`src/rtl/pipe_ctrl_unit.sv`:
```
// Pipeline control: prefix stall merge, exception-over-stall priority, flush/redirect FSM, stall watchdog.
// Define PIPE_CTRL_PERF_EN to build the stalled-cycle and accepted-exception counters.
module pipe_ctrl_unit #(
    parameter int               STAGES        = 6,
    parameter int               XLEN          = 32,
    parameter logic [XLEN-1:0]  INT_VEC       = 'h20,
    parameter logic [XLEN-1:0]  EXC_VEC       = 'h40,
    parameter int               FLUSH_CYCLES  = 1,
    parameter int               STALL_TIMEOUT = 1024
) (
    input  logic              clk,
    input  logic              rst,
    input  logic [STAGES-1:0] stallreq_i,
    input  logic [31:0]       excepttype_i,
    input  logic [XLEN-1:0]   cp0_epc_i,
    output logic [STAGES-1:0] stall_o,
    output logic              flush_o,
    output logic [XLEN-1:0]   new_pc_o,
    output logic              exc_unknown_o,
    output logic              stall_timeout_o,
    output logic [31:0]       perf_stall_cnt_o,
    output logic [31:0]       perf_flush_cnt_o
);
    typedef enum logic {RUN, FLUSH} state_e;

    localparam int CW = (FLUSH_CYCLES > 1) ? $clog2(FLUSH_CYCLES) : 1;

    state_e          state_q, state_d;
    logic [CW-1:0]   cnt_q, cnt_d;
    logic [XLEN-1:0] tgt_q, tgt_d;
    logic [31:0]     wd_q, wd_d;

    logic [STAGES-1:0] stall_vec;
    logic [XLEN-1:0]   exc_vec;
    logic              exc_unk;

    // Hold every stage at or below the highest requester; bit0 never requests by itself.
    always_comb begin
        logic acc;
        acc       = 1'b0;
        stall_vec = '0;
        for (int k = STAGES - 1; k >= 1; k--) begin
            acc          = acc | stallreq_i[k];
            stall_vec[k] = acc;
        end
        stall_vec[0] = acc;
    end

    always_comb begin
        exc_vec = EXC_VEC;
        exc_unk = 1'b0;
        case (excepttype_i)
            32'h01:                      exc_vec = INT_VEC;
            32'h08, 32'h0a, 32'h0c, 32'h0d: exc_vec = EXC_VEC;
            32'h0e:                      exc_vec = cp0_epc_i;
            default:                     exc_unk = (excepttype_i != 32'h0);
        endcase
    end

    always_comb begin
        state_d         = state_q;
        cnt_d           = cnt_q;
        tgt_d           = tgt_q;
        wd_d            = wd_q;
        stall_o         = '0;
        flush_o         = 1'b0;
        new_pc_o        = '0;
        exc_unknown_o   = 1'b0;
        stall_timeout_o = 1'b0;
        if (rst) begin
            state_d = RUN;
            cnt_d   = '0;
            tgt_d   = '0;
            wd_d    = '0;
        end else if (state_q == FLUSH) begin
            flush_o  = 1'b1;
            new_pc_o = tgt_q;
            wd_d     = '0;
            cnt_d    = cnt_q - CW'(1);
            if (cnt_q == CW'(1)) state_d = RUN;
        end else if (excepttype_i != 32'h0) begin
            flush_o       = 1'b1;
            new_pc_o      = exc_vec;
            exc_unknown_o = exc_unk;
            tgt_d         = exc_vec;
            wd_d          = '0;
            if (FLUSH_CYCLES > 1) begin
                state_d = FLUSH;
                cnt_d   = CW'(FLUSH_CYCLES - 1);
            end
        end else begin
            stall_o = stall_vec;
            if (stall_vec == '0) begin
                wd_d = '0;
            end else if (STALL_TIMEOUT != 0 && wd_q != 32'(STALL_TIMEOUT)) begin
                // Counter stops at the limit so the pulse fires once per stall episode.
                wd_d            = wd_q + 32'd1;
                stall_timeout_o = (wd_q == 32'(STALL_TIMEOUT - 1));
            end
        end
    end

    always_ff @(posedge clk) begin
        if (rst) begin
            state_q <= RUN;
            cnt_q   <= '0;
            tgt_q   <= '0;
            wd_q    <= '0;
        end else begin
            state_q <= state_d;
            cnt_q   <= cnt_d;
            tgt_q   <= tgt_d;
            wd_q    <= wd_d;
        end
    end

`ifdef PIPE_CTRL_PERF_EN
    logic [31:0] stall_cnt_q, stall_cnt_d;
    logic [31:0] flush_cnt_q, flush_cnt_d;

    // Only the RUN-state acceptance counts, so a multi-cycle flush adds one.
    always_comb begin
        stall_cnt_d = stall_cnt_q + {31'b0, (stall_o != '0)};
        flush_cnt_d = flush_cnt_q + {31'b0, (state_q == RUN && excepttype_i != 32'h0)};
    end

    always_ff @(posedge clk) begin
        if (rst) begin
            stall_cnt_q <= '0;
            flush_cnt_q <= '0;
        end else begin
            stall_cnt_q <= stall_cnt_d;
            flush_cnt_q <= flush_cnt_d;
        end
    end

    assign perf_stall_cnt_o = stall_cnt_q;
    assign perf_flush_cnt_o = flush_cnt_q;
`else
    assign perf_stall_cnt_o = 32'h0;
    assign perf_flush_cnt_o = 32'h0;
`endif

endmodule

```
`config.mk`:
```
export PLATFORM = sky130hd
export DESIGN_NAME = pipe_ctrl_unit
export DESIGN_NICKNAME = d
export VERILOG_FILES = /design/src/rtl/pipe_ctrl_unit.sv
export SDC_FILE = /design/constraint.sdc
export NUM_CORES = 1
export LEC_CHECK = 0
export BUFFER_PORTS_ARGS = -buffer_cell sky130_fd_sc_hd__buf_4
export CORE_ASPECT_RATIO = 1.25
export CORE_MARGIN = 4
export CORE_UTILIZATION = 25
export CTS_CLUSTER_DIAMETER = 80
export DETAILED_ROUTE_END_ITERATION = 10
export HOLD_SLACK_MARGIN = 0.02
export SKIP_LAST_GASP = 1
export SYNTH_ARGS = -nofsm -noshare
export SYNTH_HDL_FRONTEND = slang
export SYNTH_SLANG_ARGS = --single-unit
```
`constraint.sdc`:
```
create_clock -name clk -period 1.9 [get_ports clk]
set_input_delay 0 -clock clk [delete_from_list [all_inputs] [get_ports clk]]
set_output_delay 0 -clock clk [all_outputs]
set_load 0.005 [all_outputs]
```
==> metrics.yaml, run 1 <==
routing:
  vias: 3431
  drt_wl_total_um: 10100
  drtIter0Drc: 137
  drcViolationCount: 0
  drt.antenna.violating_nets: 0
  viasPerCell: 4.39
  detail_route.wl_per_cell_um: 12.9
  dr.pass1.iters: 4
yosys:
  synthCells: 416
  ys_seq_area_share_pct: 34.1
  syn_area_um2: 3870
  synthSimpleGateAreaFrac_pct: 23.8
  synth_commonest_cells: "dfxtp_1 (66), buf_4 (65), a22o_1 (60)"
  async_flop_share_pct: 0
  synth.area.mux_share_pct: 0.259
  synth.area.top_cells: "dfxtp_1 (34%), a22o_1 (14%), buf_4 (13%)"
  avgSynthCellArea_um2: 9.30
  synthAdderAreaFrac_pct: 0.647
  yosys.area.top_type: "dfxtp_1"
  synth_top_family_by_area: "simple AND/OR/NAND/NOR gates"
  synth_compound_area_share_pct: 16.7
  ys.flop_type: "dfxtp_1"
  ys_ff_latch: 66
  yosysWarnings: 0
  synth-xor-area-share_pct: 6.56
  netlist.area_leader.share_pct: 34.1
  synth.most_common_cell: "dfxtp_1"
  synth_edf_count: 0
  synth_cell_type_count: 40
sta:
  fin_ws_ns: -0.0914
  max_freq_mhz: 502
  fin_crit_sh_pct: 105
  final-setup-viol-count: 1
  hold_violations: 0
  slew_headroom_pct: 51.8
  period_needed_ns: 1.99
  drv_slew: 0
  setup_tns_ns: -0.0914
  fin_skew_ns: 0.00961
  worst_pin_slew_ns: 0.721
  rsz0062_at_grt: "yes"
clock_tree:
  htree_levels: 3
  cts_tree: "done"
  cts.clk_slew.worst_paths_ns: 0.05
  root_buffer: "clkbuf_16"
  clk-insertion-delay-late_ns: 0.33
  numCtsBuffers: 9
  cts_sinks: 66
  cts_buffer_depth: 2
grt:
  grt_pass1_vias: 3450
  grt_remaining_overflow: 0
  grt_max_degree: 61
  grt_usage_pct: 11.2
  antenna_found_initial: 0
  grt_first_pass_wirelength_um: 16200
critical_path:
  crit_slowest_cell: "or4_4"
  path_cells: "ha_4, nand3_2, or3_4, or4_4, nor2_4, buf_4"
  critical_path_class: "flip-flop to output pin"
  cp.required_ns: 1.90
  max_stage_delay_ns: 0.55
  worstSetupStartpointType: "flip-flop"
  ff2ff_setup_slack_ns: 0.08
  endpoint_kind: "output pin"
  cp_max_fo: 3
  cp.arrival_ns: 1.99
floorplan:
  start_util_pct: 25.7
  core_region_area_um2: 15100
  io_pins: 177
  die_h_um: 147
  die_x_um: 119
  dieArea_um2: 17500
  row_count: 50
placed_design:
  gp_congestion: 0.835
  io_buffers: 111
  placed_cells: 729
  placed_cell_area_um2: 4750
  dpl.hpwl_um: 6950
pwr:
  power_density_nw_per_um2: 596
  leakagePower_nw: 2.18
  vdd_drop_max_v: 0.000444
job:
  drv_cap: 0
run_status:
  outcome: "finished with violations"
  violations: "setup timing"
layout:
  nets: 643
  final_layout_size_suffix_gt1_share_pct: 34.3
  area_growth_pct: 42.1
  final_area_um2: 5500
  antennaDiodeCount: 0
  fin_cells: 782
worst_hold_path:
  min_path_type: "input port to flip-flop"
-- sequential cells by signal (all words and copies together) (netlist names) --
signal / count
cnt_q: 1
state_q: 1
tgt_q: 32
wd_q: 32
-- power breakdown --
part	leakage, nW	total (mW)	switching [mW]	internal [mW]
clock	0.142	1.65	0.635	1.01
combinational	1.50	0.246	0.0960	0.150
sequential	0.536	1.38	0.000479	1.38
total	2.18	3.28	0.732	2.55
-- layout make-up --
| cell class | instances | area [µm²] |
|---|---|---|
| Clock buffer | 9 | 225 |
| Tap cell | 208 | 260 |
| Clock inverter | 7 | 68.8 |
| Fill cell | 1461 | 9580 |
| Inverter | 11 | 41.3 |
| Sequential cell | 66 | 1330 |
| Timing Repair Buffer | 167 | 1420 |
| Multi-Input combinational cell | 314 | 2150 |
-- repair_timing --
| action | in CTS | in global routing |
|---|---|---|
| setup buffers | 0 | 2 |
| resized for setup | 3 | 14 |
| hold buffers | 33 | 0 |
| setup endpoints to repair | 33 | 36 |
| cloned | 1 | 1 |
| endpoints found under the hold margin | 33 | 0 |
| pin swaps | 1 | 5 |
-- logic make-up after synthesis --
family / Yosys count
compound gates: 79
xor+xnor: 29
fa+ha+maj: 2
buf+inv: 99
flops: 66
mux: 1
other cells: 1
simple gates: 139
-- worst paths after layout --
path,startpoint,end,depth (start not counted)
worst max-delay path,wd_q[1],stall_timeout_o,6
worst min-delay path,excepttype_i[0],tgt_q[5],3
worst max register to register,wd_q[1],wd_q[21],6
worst min register to register,tgt_q[5],tgt_q[5],2
-- layer usage --
layer	track usage [%]	part of all wire [%]
met2	19.2	50
met4	5.62	2.4
met5	0	0
met3	4.00	9.1
met1	12.1	39
-- cells in the final DEF, fill, tap and decap left out, drive strengths merged, types with 2 or more instances in the layout --
| cell type | Yosys | layout |
|---|---|---|
| buf | 79 | 132 |
| dfxtp | 66 | 66 |
| conb | 1 | 64 |
| a22o | 60 | 60 |
| nor2 | 50 | 50 |
| dlygate4sd3 | 0 | 33 |
| nor4 | 20 | 20 |
| xnor2 | 18 | 18 |
| nand2 | 15 | 15 |
| inv | 11 | 12 |
| nand4 | 11 | 11 |
| xor2 | 11 | 11 |
| clkbuf | 9 | 10 |
| nor3 | 10 | 10 |
| nand3 | 10 | 10 |
| a21oi | 8 | 8 |
| or3 | 8 | 8 |
| nand2b | 3 | 3 |
| and4 | 3 | 3 |
| o21ai | 3 | 3 |
| clkinv | 0 | 3 |
| or2 | 3 | 3 |
| nand4b | 2 | 2 |
| a211oi | 2 | 2 |
| clkinvlp | 0 | 2 |
| ha | 2 | 2 |
-- through the flow --
stage	setup WS, ns	hold WS (ns)	util [%]	total power [mW]
after global placement	0.0780	0.226	31.5	1.60
final	-0.0914	0.0866	36.5	3.28
after floorplan	0.101	0.0276	-	1.56
after detailed placement	0.0754	0.232	31.5	1.60
after CTS	-0.228	0.0615	36.0	3.33
after global routing	-0.164	0.0962	36.5	3.41
-- worst max-delay path: cells and delay by family (launching register included) --
family,cells,cell delay (ns)
simple gates,4,1.06
flops,1,0.35
fa+ha+maj,1,0.14
buf+inv,1,0.11
Power figures use the tool's default switching activity.
==> inputs of run 2 (changes only) <==
--- a/config.mk
+++ b/config.mk
@@ -11,6 +11,7 @@
 export CORE_UTILIZATION = 25
 export CTS_CLUSTER_DIAMETER = 80
 export DETAILED_ROUTE_END_ITERATION = 10
+export GPL_TIMING_DRIVEN = 0
 export HOLD_SLACK_MARGIN = 0.02
 export SKIP_LAST_GASP = 1
 export SYNTH_ARGS = -nofsm -noshare
==> metrics.yaml, run 2 (synthesis results as in run 1) <==
run_status:
  violations: "setup timing"
  outcome: "finished with violations"
routing:
  drtIter0Drc: 85  # -38%
  detail_route.wl_per_cell_um: 12.6  # -2.0%
  drcViolationCount: 0  # unchanged
  drt_wl_total_um: 10700  # +6.9%
  drt.antenna.violating_nets: 0  # unchanged
  dr.pass1.iters: 4  # unchanged
  viasPerCell: 4.34  # -1.1%
  vias: 3703  # +7.9%
sta:
  fin_skew_ns: 0.00835  # -0.00126 ns
  final-setup-viol-count: 1  # unchanged
  rsz0062_at_grt: "yes"
  drv_slew: 0  # unchanged
  worst_pin_slew_ns: 0.550  # -0.172 ns
  period_needed_ns: 1.95  # -0.0402 ns
  slew_headroom_pct: 62.9  # +11 points
  whs_ns: 0.0686  # -0.0180 ns
  max_freq_mhz: 513  # +2.1%
  fin_ws_ns: -0.0512  # +0.0402 ns
  fin_crit_sh_pct: 103  # -2.1 points
  hold_violations: 0  # unchanged
floorplan:
  dieArea_um2: 17500  # unchanged
  start_util_pct: 25.7  # unchanged
  core_region_area_um2: 15100  # unchanged
  die_x_um: 119  # unchanged
  row_count: 50  # unchanged
  io_pins: 177  # unchanged
  die_h_um: 147  # unchanged
job:
  drv_cap: 0  # unchanged
worst_hold_path:
  holdPathStages: 3  # unchanged
  min_path_type: "input port to flip-flop"
placed_design:
  placed_cells: 798  # +9.5%
  placed_cell_area_um2: 5200  # +9.5%
  gp_congestion: 0.801  # -4.0%
  dp_slack_ns: -0.223  # -0.299 ns
  io_buffers: 111  # unchanged
  dpl.hpwl_um: 7790  # +12%
critical_path:
  cp_max_fo: 3  # unchanged
  max_stage_delay_ns: 0.51  # -0.04 ns
  endpoint_kind: "output pin"
  cp.required_ns: 1.90  # about the same
  critical_path_class: "flip-flop to output pin"
  crit_slowest_cell: "or4_4"
  worstSetupStartpointType: "flip-flop"
  ff2ff_path_depth: 6  # unchanged
  path_cells: "ha_4, nand3_4, or3_4, or4_4, nor2_4, buf_4"
  cp.arrival_ns: 1.95  # -0.04 ns
pwr:
  clock_power_share_pct: 48.4  # -1.9 points
  power_density_nw_per_um2: 555  # -6.9%
  vdd_drop_max_v: 0.000334  # -25%
  p_switching_mw: 0.709  # -3.1%
  p_comb_share_pct: 10.6  # +3.1 points
  internal_power_mw: 2.65  # +4.2%
  leakagePower_nw: 2.56  # +18%
  p_sw_share_pct: 21.1  # -1.2 points
  p_seq_share_pct: 41.0  # -1.2 points
layout:
  layout_commonest_cell: "buf_4"
  fin_cells: 853  # +9.1%
  antennaDiodeCount: 0  # unchanged
  final_area_um2: 6060  # +10%
  mostFrequentLayoutCells: "buf_4 (189), conb_1 (64), a22o_1 (60)"
  fillers: 1449  # -0.82%
  final_layout_size_suffix_gt1_share_pct: 43.3  # +8.9 points
  nets: 715  # +11%
  area_growth_pct: 56.6
  reg.largest.list: "tgt_q: 32 flops, wd_q: 32 flops"
clock_tree:
  cts_buffer_depth: 2  # unchanged
  cts_sinks: 66  # unchanged
  cts_tree: "done"
  root_buffer: "clkbuf_16"
  htree_levels: 3  # unchanged
  numCtsBuffers: 9  # unchanged
  clk-insertion-delay-late_ns: 0.33  # about the same
  cts.clk_slew.worst_paths_ns: 0.06  # about the same
grt:
  grt_max_degree: 11  # -82%
  grt_first_pass_wirelength_um: 17400  # +7.0%
  grt_usage_pct: 12.0  # +0.83 points
  antenna_found_initial: 0  # unchanged
  grt_remaining_overflow: 0  # unchanged
  grt_pass1_vias: 3724  # +7.9%
-- run 2: changes by cell type in the layout (fill, tap and decap cells not counted), moves of 4 or more --
cell | before | now
dfxtp_1 | 58 | 54
clkbuf_1 | 0 | 7
nor4_2 | 0 | 11
buf_2 | 0 | 7
buf_4 | 129 | 189
dfxtp_4 | 1 | 5
nor4_1 | 20 | 7
-- run 2: path summary, 6_finish.rpt --
kind,slack [ns],end,from
worst max register to register,0.12,wd_q[21],wd_q[1]
worst max-delay path,-0.05,stall_timeout_o,wd_q[0]
worst min register to register,0.43,state_q,cnt_q
worst min-delay path,0.07,tgt_q[5],excepttype_i[0]
-- run 2: layer usage --
metal,global-route usage (%),share of wire [%],up-vias
met5,0,0,-
met4,6.67,2.0,0
met3,4.31,8.5,18
met2,21.2,51,153
li1,-,-,1808
met1,12.2,38,1724
-- run 2: repair_timing --
action / 4_1_cts / 5_1_grt
endpoints found under the hold margin: 34 / 0
gates resized for setup: 27 / 22
buffers inserted: 8 / 4
hold buffers: 32 / 0
setup endpoints to repair: 52 / 35
pin swaps: 6 / 7
-- run 2: area by class of cell --
cell class / instances / area, µm² / area share, %
well taps: 208 / 260 / 4.29
clock buffers: 12 / 246 / 4.07
inverters: 11 / 41.3 / 0.681
plain buffers: 84 / 628 / 10.4
clock inverters: 3 / 40.0 / 0.660
repair buffers: 155 / 1240 / 20.5
multi-input cells: 314 / 2250 / 37.2
flip-flops and latches: 66 / 1350 / 22.2
-- run 2: stage by stage --
step	util (%)	total power, mW	TNS (ns)
global placement	34.5	1.69	-5.61
finish	40.2	3.36	-0.0512
floorplan	-	1.56	0
global route	40.2	3.51	-0.130
CTS	39.5	3.40	-0.0719
detailed placement	34.5	1.70	-5.90
-- run 2: power groups by stage --
stage          Combinational [mW]  Clock (mW)  Sequential [mW]
2_1_floorplan               0.143           0             1.42
3_3_place_gp                0.275           0             1.42
3_5_place_dp                0.280           0             1.42
4_1_cts                     0.334        1.68             1.38
5_1_grt                     0.388        1.75             1.38
6_report                    0.356        1.63             1.38
-- run 2: critical path: cells and delay by family (launching register included) --
family	cells	cell delay, ns
AND/OR/NAND/NOR	4	1.01
flip-flops	1	0.35
adder cells (fa/ha/maj)	1	0.15
buffers and inverters	1	0.10
